$ cat src/rtl/udp_ip_framer.sv
// udp_ip_framer: grants the legacy UDP sender, wraps its payload in Ethernet/IPv4/UDP headers and
// streams the frame byte-wise to the MAC with minimum-size padding, inter-frame gap and oversize drop.
module udp_ip_framer #(
  parameter logic [15:0] SRC_PORT   = 16'd1024,
  parameter logic [7:0]  IP_TTL     = 8'h80,
  parameter logic [10:0] MAX_LEN    = 11'd1472,
  parameter logic [4:0]  IFG        = 5'd12,
  parameter logic [15:0] IDENT_INIT = 16'h0000
) (
  input  logic        tx_clock,
  input  logic        reset_n,
  input  logic        udp_tx_request,
  input  logic [10:0] udp_tx_length,
  input  logic [7:0]  udp_tx_data,
  output logic        udp_tx_enable,
  output logic        udp_tx_active,
  input  logic [47:0] This_MAC,
  input  logic [31:0] This_IP,
  input  logic [47:0] To_MAC,
  input  logic [31:0] To_IP,
  input  logic [15:0] To_Port,
  output logic [7:0]  mac_tx_data,
  output logic        mac_tx_valid,
  output logic        mac_tx_last,
  input  logic        mac_tx_ready,
  output logic [7:0]  drop_count
);

  typedef enum logic [2:0] {
    S_IDLE, S_CSUM, S_GRANT, S_HEADER, S_PAYLOAD, S_PAD, S_DRAIN, S_GAP
  } state_t;

  function automatic logic [19:0] ext20(input logic [15:0] w);
    return {4'd0, w};
  endfunction

  function automatic logic [19:0] fold20(input logic [19:0] a);
    return {4'd0, a[15:0]} + {16'd0, a[19:16]};
  endfunction

  state_t      r_state;
  logic [10:0] r_len;
  logic [47:0] r_dst_mac;
  logic [47:0] r_src_mac;
  logic [31:0] r_src_ip;
  logic [31:0] r_dst_ip;
  logic [15:0] r_dst_port;
  logic [15:0] r_ident;
  logic [19:0] r_acc;
  logic [15:0] r_csum;
  logic [1:0]  r_csum_cnt;
  logic [10:0] r_cnt;
  logic [4:0]  r_gap;
  logic        r_req_low;
  logic        r_enable;
  logic [7:0]  r_drop;
  logic [7:0]  r_out_data;
  logic        r_out_valid;
  logic        r_out_last;

  logic [15:0]  w_ip_len;
  logic [15:0]  w_udp_len;
  logic [19:0]  w_sum9;
  logic [19:0]  w_fold;
  logic [335:0] w_hdr;
  logic [335:0] w_hdr_sh;
  logic [7:0]   w_hdr_byte;
  logic         w_load;
  logic [10:0]  w_frame_end;
  logic         w_pay_last;
  logic         w_long;

  assign w_ip_len  = {5'd0, r_len} + 16'd28;
  assign w_udp_len = {5'd0, r_len} + 16'd8;
  assign w_sum9 = ext20(16'h4500) + ext20(w_ip_len) + ext20(r_ident) + ext20({IP_TTL, 8'h11})
                + ext20(r_src_ip[31:16]) + ext20(r_src_ip[15:0])
                + ext20(r_dst_ip[31:16]) + ext20(r_dst_ip[15:0]);
  assign w_fold = fold20(r_acc);

  // Whole 42-byte header as one big-endian vector; byte n is selected by shifting it to the top.
  assign w_hdr = {r_dst_mac, r_src_mac, 16'h0800, 8'h45, 8'h00, w_ip_len, r_ident, 16'h0000,
                  IP_TTL, 8'h11, r_csum, r_src_ip, r_dst_ip, SRC_PORT, r_dst_port, w_udp_len,
                  16'h0000};
  assign w_hdr_sh   = w_hdr << {r_cnt[5:0], 3'b000};
  assign w_hdr_byte = w_hdr_sh[335:328];

  assign w_load      = !r_out_valid || mac_tx_ready;
  assign w_frame_end = r_len + 11'd42;
  assign w_pay_last  = (r_cnt == (w_frame_end - 11'd1));
  assign w_long      = (w_frame_end >= 11'd60);

  assign udp_tx_active = ((r_state == S_PAYLOAD) && w_load) || (r_state == S_DRAIN);
  assign udp_tx_enable = r_enable;
  assign mac_tx_data   = r_out_data;
  assign mac_tx_valid  = r_out_valid;
  assign mac_tx_last   = r_out_last;
  assign drop_count    = r_drop;

  // Frame sequencer, checksum pipeline and MAC output register.
  always_ff @(posedge tx_clock or negedge reset_n) begin
    if (!reset_n) begin
      r_state     <= S_IDLE;
      r_len       <= 11'd0;
      r_dst_mac   <= 48'd0;
      r_src_mac   <= 48'd0;
      r_src_ip    <= 32'd0;
      r_dst_ip    <= 32'd0;
      r_dst_port  <= 16'd0;
      r_ident     <= IDENT_INIT;
      r_acc       <= 20'd0;
      r_csum      <= 16'd0;
      r_csum_cnt  <= 2'd0;
      r_cnt       <= 11'd0;
      r_gap       <= 5'd0;
      r_req_low   <= 1'b0;
      r_enable    <= 1'b0;
      r_drop      <= 8'd0;
      r_out_data  <= 8'd0;
      r_out_valid <= 1'b0;
      r_out_last  <= 1'b0;
    end else begin
      case (r_state)
        S_IDLE: begin
          r_enable <= 1'b0;
          if (udp_tx_request) begin
            r_len      <= udp_tx_length;
            r_dst_mac  <= To_MAC;
            r_src_mac  <= This_MAC;
            r_src_ip   <= This_IP;
            r_dst_ip   <= To_IP;
            r_dst_port <= To_Port;
            r_csum_cnt <= 2'd0;
            r_state    <= S_CSUM;
          end
        end
        S_CSUM: begin
          r_csum_cnt <= r_csum_cnt + 2'd1;
          case (r_csum_cnt)
            2'd0:    r_acc <= w_sum9;
            2'd1:    r_acc <= w_fold;
            default: begin
              r_csum   <= ~w_fold[15:0];
              r_enable <= 1'b1;
              r_state  <= S_GRANT;
            end
          endcase
        end
        S_GRANT: begin
          r_enable  <= 1'b0;
          r_cnt     <= 11'd0;
          r_gap     <= 5'd0;
          r_req_low <= 1'b0;
          if (r_len > MAX_LEN) begin
            if (r_drop != 8'hFF) r_drop <= r_drop + 8'd1;
            r_state <= S_DRAIN;
          end else begin
            r_state <= S_HEADER;
          end
        end
        S_HEADER: begin
          if (w_load) begin
            r_out_data  <= w_hdr_byte;
            r_out_valid <= 1'b1;
            r_out_last  <= 1'b0;
            r_cnt       <= r_cnt + 11'd1;
            if (r_cnt == 11'd41) r_state <= (r_len == 11'd0) ? S_PAD : S_PAYLOAD;
          end
        end
        S_PAYLOAD: begin
          if (w_load) begin
            r_out_data  <= udp_tx_data;
            r_out_valid <= 1'b1;
            r_out_last  <= w_pay_last && w_long;
            r_cnt       <= r_cnt + 11'd1;
            if (w_pay_last) begin
              if (w_long) begin
                r_ident <= r_ident + 16'd1;
                r_state <= S_GAP;
              end else begin
                r_state <= S_PAD;
              end
            end
          end
        end
        S_PAD: begin
          if (!udp_tx_request) r_req_low <= 1'b1;
          if (w_load) begin
            r_out_data  <= 8'h00;
            r_out_valid <= 1'b1;
            r_out_last  <= (r_cnt == 11'd59);
            r_cnt       <= r_cnt + 11'd1;
            if (r_cnt == 11'd59) begin
              r_ident <= r_ident + 16'd1;
              r_state <= S_GAP;
            end
          end
        end
        S_DRAIN: begin
          r_cnt <= r_cnt + 11'd1;
          if (r_cnt == (r_len - 11'd1)) r_state <= S_GAP;
        end
        S_GAP: begin
          if (!udp_tx_request) r_req_low <= 1'b1;
          if (w_load) begin
            r_out_data  <= 8'h00;
            r_out_valid <= 1'b0;
            r_out_last  <= 1'b0;
          end
          // The gap is counted only once the final byte has left the output register.
          if (!r_out_valid) begin
            if (r_gap < IFG) begin
              r_gap <= r_gap + 5'd1;
            end else if (r_req_low || !udp_tx_request) begin
              r_state <= S_IDLE;
            end
          end
        end
        default: r_state <= S_IDLE;
      endcase
    end
  end

endmodule

$ cat config.mk
export PLATFORM = sky130hd
export DESIGN_NAME = udp_ip_framer
export DESIGN_NICKNAME = d
export VERILOG_FILES = /design/src/rtl/udp_ip_framer.sv
export SDC_FILE = /design/constraint.sdc
export NUM_CORES = 1
export LEC_CHECK = 0
export ABC_AREA = 1
export ABC_CLOCK_PERIOD_IN_PS = 4850
export BUFFER_PORTS_ARGS = -buffer_cell sky130_fd_sc_hd__buf_2
export CORE_ASPECT_RATIO = 1.75
export CORE_MARGIN = 1
export CORE_UTILIZATION = 45
export CTS_CLUSTER_SIZE = 8
export DETAILED_ROUTE_END_ITERATION = 16
export GPL_ROUTABILITY_DRIVEN = 0
export GPL_TIMING_DRIVEN = 0
export PLACE_DENSITY = 0.73
export SYNTH_ARGS = -nofsm -noshare
export SYNTH_HDL_FRONTEND = slang
export SYNTH_SLANG_ARGS = --single-unit
$ cat constraint.sdc
create_clock -name tx_clock -period 4.85 [get_ports tx_clock]
set_clock_uncertainty 0.1 [all_clocks]
set_input_delay 0.2425 -clock tx_clock [delete_from_list [all_inputs] [get_ports tx_clock]]
set_output_delay 0.2425 -clock tx_clock [all_outputs]
set_load 0.01 [all_outputs]
==> reports/summary.log <==
qor: clock_tree.cts-root-to-sink-buffers 3
qor: outcome.run_status complete, no violations
qor: finish.n_fill_cell 2,942
qor: logic_synthesis.yosys_warnings 0
qor: critical_path.cp.required 5.23 ns
qor: clock_tree.clock_insertion_delay_worst_skew 0.56 ns
qor: die.floorplan.die_area 39,000 µm²
qor: placed_design.portBuffers 218
qor: logic_synthesis.yosys.cell_count.top_type sky130_fd_sc_hd__nand2_1
qor: die.row_count 94
qor: finish.layout.core_utilization 0.5953
qor: detailed_routing.drc 0
qor: finish.layout-drive-gt1-share 0.2225
qor: critical_path.path_class flip-flop to flip-flop
qor: logic_synthesis.synth_enable_flop_cells 0
qor: placed_design.place.detailed.hpwl 46,450 µm
qor: global_route.grt_overflow 0
qor: detailed_routing.viasPerCell 6.000
qor: critical_path.timing.critical_path.to_type flip-flop
qor: finish.layout.nets 2,693
qor: logic_synthesis.syn_inst 1,897
qor: detailed_routing.antenna_violating_nets_post_route 0
qor: timing.postLayoutSetupSlackWorst 0.1154 ns
qor: clock_tree.clk_pin_slew_worst_paths 0.06 ns
qor: die.io_pins 219
qor: die.die_h 260.5 µm
qor: die.placeableCoreArea 37,640 µm²
qor: global_route.grt_start_max_net_pins 118
qor: clock_tree.cts_buffers 40
qor: placed_design.detailed_place.area 18,940 µm²
qor: logic_synthesis.area_share_of_the_largest_cell_type_after_synthesis 0.4063
qor: clock_tree.cts_tree done
qor: critical_path.cpMaxStageDelayCell sky130_fd_sc_hd__fa_2
qor: timing.worst-slew-pin-transition 1.220 ns
qor: placed_design.post-place-ws -0.8942 ns
qor: logic_synthesis.ys_seq_elements 279
qor: timing.max_slew_margin 0.1870
qor: global_route.grt_util_all_layers 0.3726
qor: critical_path.critical_path.cell_chain buf_6 > clkinv_8 > ha_4 > nand2_4 > nand3_4 > xor2_4 > inv_1 > fa_1 > fa_2 > inv_1 > fa_1 > inv_2 > fa_1 > inv_2 > ha_4 > a21oi_2 > o21ai_1 > nand2_1 > o2111ai_4 > a21oi_2 > o21ai_1 > nand2_1 > nand2_1 > o21ai_1
qor: detailed_routing.drt-initial-drc-count 1,858
qor: min_path.hp-class input port to asynchronous set/reset pin
qor: logic_synthesis.netlist-cell-type-count 54
qor: die.die_width 149.7 µm
qor: logic_synthesis.yosys-top-cells-area sky130_fd_sc_hd__dfrtp_1, sky130_fd_sc_hd__mux2_2, sky130_fd_sc_hd__nand2_1
qor: critical_path.cp-startpoint r_len[4]
qor: die.initial_cell_density_of_the_core 0.4565
qor: critical_path.worst_setup_path_start_kind flip-flop
qor: critical_path.timing.critical_path.fanout_max 11
qor: finish.flow.area_growth_from_synthesis 30.39%
qor: clock_tree.cts_htree_levels 2
qor: logic_synthesis.synth_async_sr_flop_share 1.000
qor: timing.period_share 0.9762
qor: logic_synthesis.post_synth.cell_area_avg 9.058 µm²
qor: finish.final_design_area_no_fill 22,410 µm²
qor: critical_path.worst_ep_arrival_time 5.12 ns
qor: critical_path.cp_top_family adder cells
qor: timing.finalWorstPathRequiredPeriod 4.735 ns
qor: logic_synthesis.ranking_of_synthesized_cells_by_instance_count sky130_fd_sc_hd__nand2_1, sky130_fd_sc_hd__dfrtp_1, sky130_fd_sc_hd__inv_1
qor: timing.setup_total_negative_slack 0 ns
qor: timing.setup_viol 0
qor: clock_tree.clkSinkCount 279
qor: global_route.grt_pass1_wl 106,400 µm
qor: flow_run.timing.max_cap.violations 0
qor: logic_synthesis.synth-seq-area-share 0.4063
qor: detailed_routing.detail_route.wirelength 70,190 µm
qor: detailed_routing.first_pass_iters 6
qor: timing.f_max 211.2 MHz
qor: clock_tree.cts-root-buf sky130_fd_sc_hd__clkbuf_16
qor: logic_synthesis.synth_top_flop_cell sky130_fd_sc_hd__dfrtp_1
qor: detailed_routing.total_number_of_vias 17.13k
qor: logic_synthesis.syn_area 17,180 µm²
qor: critical_path.rr_startpoint r_len[4]
qor: timing.timing.final.max_slew_violations 0
qor: detailed_routing.route.detailed.wl_per_inst 24.58 µm
qor: timing.final_hold_viol_count 0
qor: global_route.first_global_vias 18.33k
qor: logic_synthesis.yosysTopAreaCell sky130_fd_sc_hd__dfrtp_1
qor: logic_synthesis.synth_nets 2,219
qor: critical_path.worst_path_largest_cell_delay 0.54 ns
qor: critical_path.path_buf_inv 6
qor: global_route.antenna_violations_before_repair 2
## worst paths after layout
check                                  to  slack (ns)  cells past startpoint
min in group tx_clock            r_cnt[1]        0.15                      5
setup / recovery                r_acc[17]        0.12                     24
hold / removal               r_src_mac[2]        0.15                      2
setup reg to reg                r_acc[17]        0.12                     24
max in group asynchronous        r_len[3]        3.02                      4
hold reg to reg            mac_tx_data[5]        0.39                      2
## metal layers
layer  vias to the layer above  part of all wire  global-route usage
li1                       7264                 -                   -
met1                      8058              0.31              0.3692
met2                      1282              0.47              0.5980
met3                       525              0.10              0.1240
met4                         0              0.12              0.3690
met5                         -                 0            0.002564
## logic make-up (layout without fill, tap and decap cells)
group / count (synthesis) / after routing / synth area share
AOI/OAI and AO/OA: 328 / 328 / 0.1177
xor gates and xnor gates: 60 / 60 / 0.03058
adders and majority gates: 123 / 123 / 0.1153
buffers and inverters: 314 / 790 / 0.07012
DFF: 279 / 279 / 0.4063
muxes: 150 / 150 / 0.09823
other: 0 / 2 / 0
and+or+nand+nor: 643 / 643 / 0.1617
## placed cells by master, fill, tap and decap left out, drive strengths merged, types with 6 or more instances in the layout
master and count:
o2111ai 7, nand3 93, mux2 149, nor4 6, xnor2 22, xor2 38, o21ai 80, dlygate4sd3 197
buf 250, nand4 26, fa 59, o221ai 10, a22oi 53, o22ai 15, nor2 132, o211ai 6
nor3 25, ha 64, a31oi 6, clkinv 6, inv 239, nand2 354, a21boi 7, a221oi 15
a21oi 110, dfrtp 279, clkbuf 97
## registers in the layout, summed over array words and instances (netlist names), 11 cells and up
register    cells
r_acc          19
r_cnt          11
r_csum         16
r_dst_ip       32
r_dst_mac      48
r_dst_port     16
r_ident        16
r_len          11
r_src_ip       32
r_src_mac      48
## metrics by stage
| stage | hold WS [ns] | instances |
|---|---|---|
| global route | 0.2109 | 2854 |
| floorplan | -0.1531 | 1897 |
| global placement | 0.3663 | 2595 |
| detailed placement | 0.1612 | 2597 |
| finish | 0.1478 | 2855 |
| CTS | 0.1114 | 2848 |
## worst reg2reg max path, delay by kind of cell, from the launching register on
kind,cells,cell delay [ns]
buf+inv,6,0.54
flops,1,0.37
compound gates,6,0.73
simple gates,5,0.41
xor+xnor,1,0.22
fa+ha+maj,6,2.30
## repair_timing
action / CTS / global route
gates resized for setup: 41 / 39
pin swaps: 7 / 16
buffers inserted: 10 / 5
endpoints found under the hold margin: 270 / 0
hold buffers: 197 / 0
endpoints found under the setup margin: 13 / 8
## layout make-up
cell class | count | area [µm²] | area share
antenna | 2 | 5.005 | 0.0002234
inverter | 243 | 932.1 | 0.04160
buffer | 71 | 299.0 | 0.01335
tap | 480 | 600.6 | 0.02681
clock buffer | 41 | 1005 | 0.04484
clock inverter | 3 | 45.04 | 0.002010
multi-input combinational | 1304 | 9289 | 0.4146
timing repair buffer | 432 | 3244 | 0.1448
sequential | 279 | 6985 | 0.3118
Power is left out: the tool's default activity adds up to more than one toggle a clock period on the data nets, which glitch-free logic cannot reach.
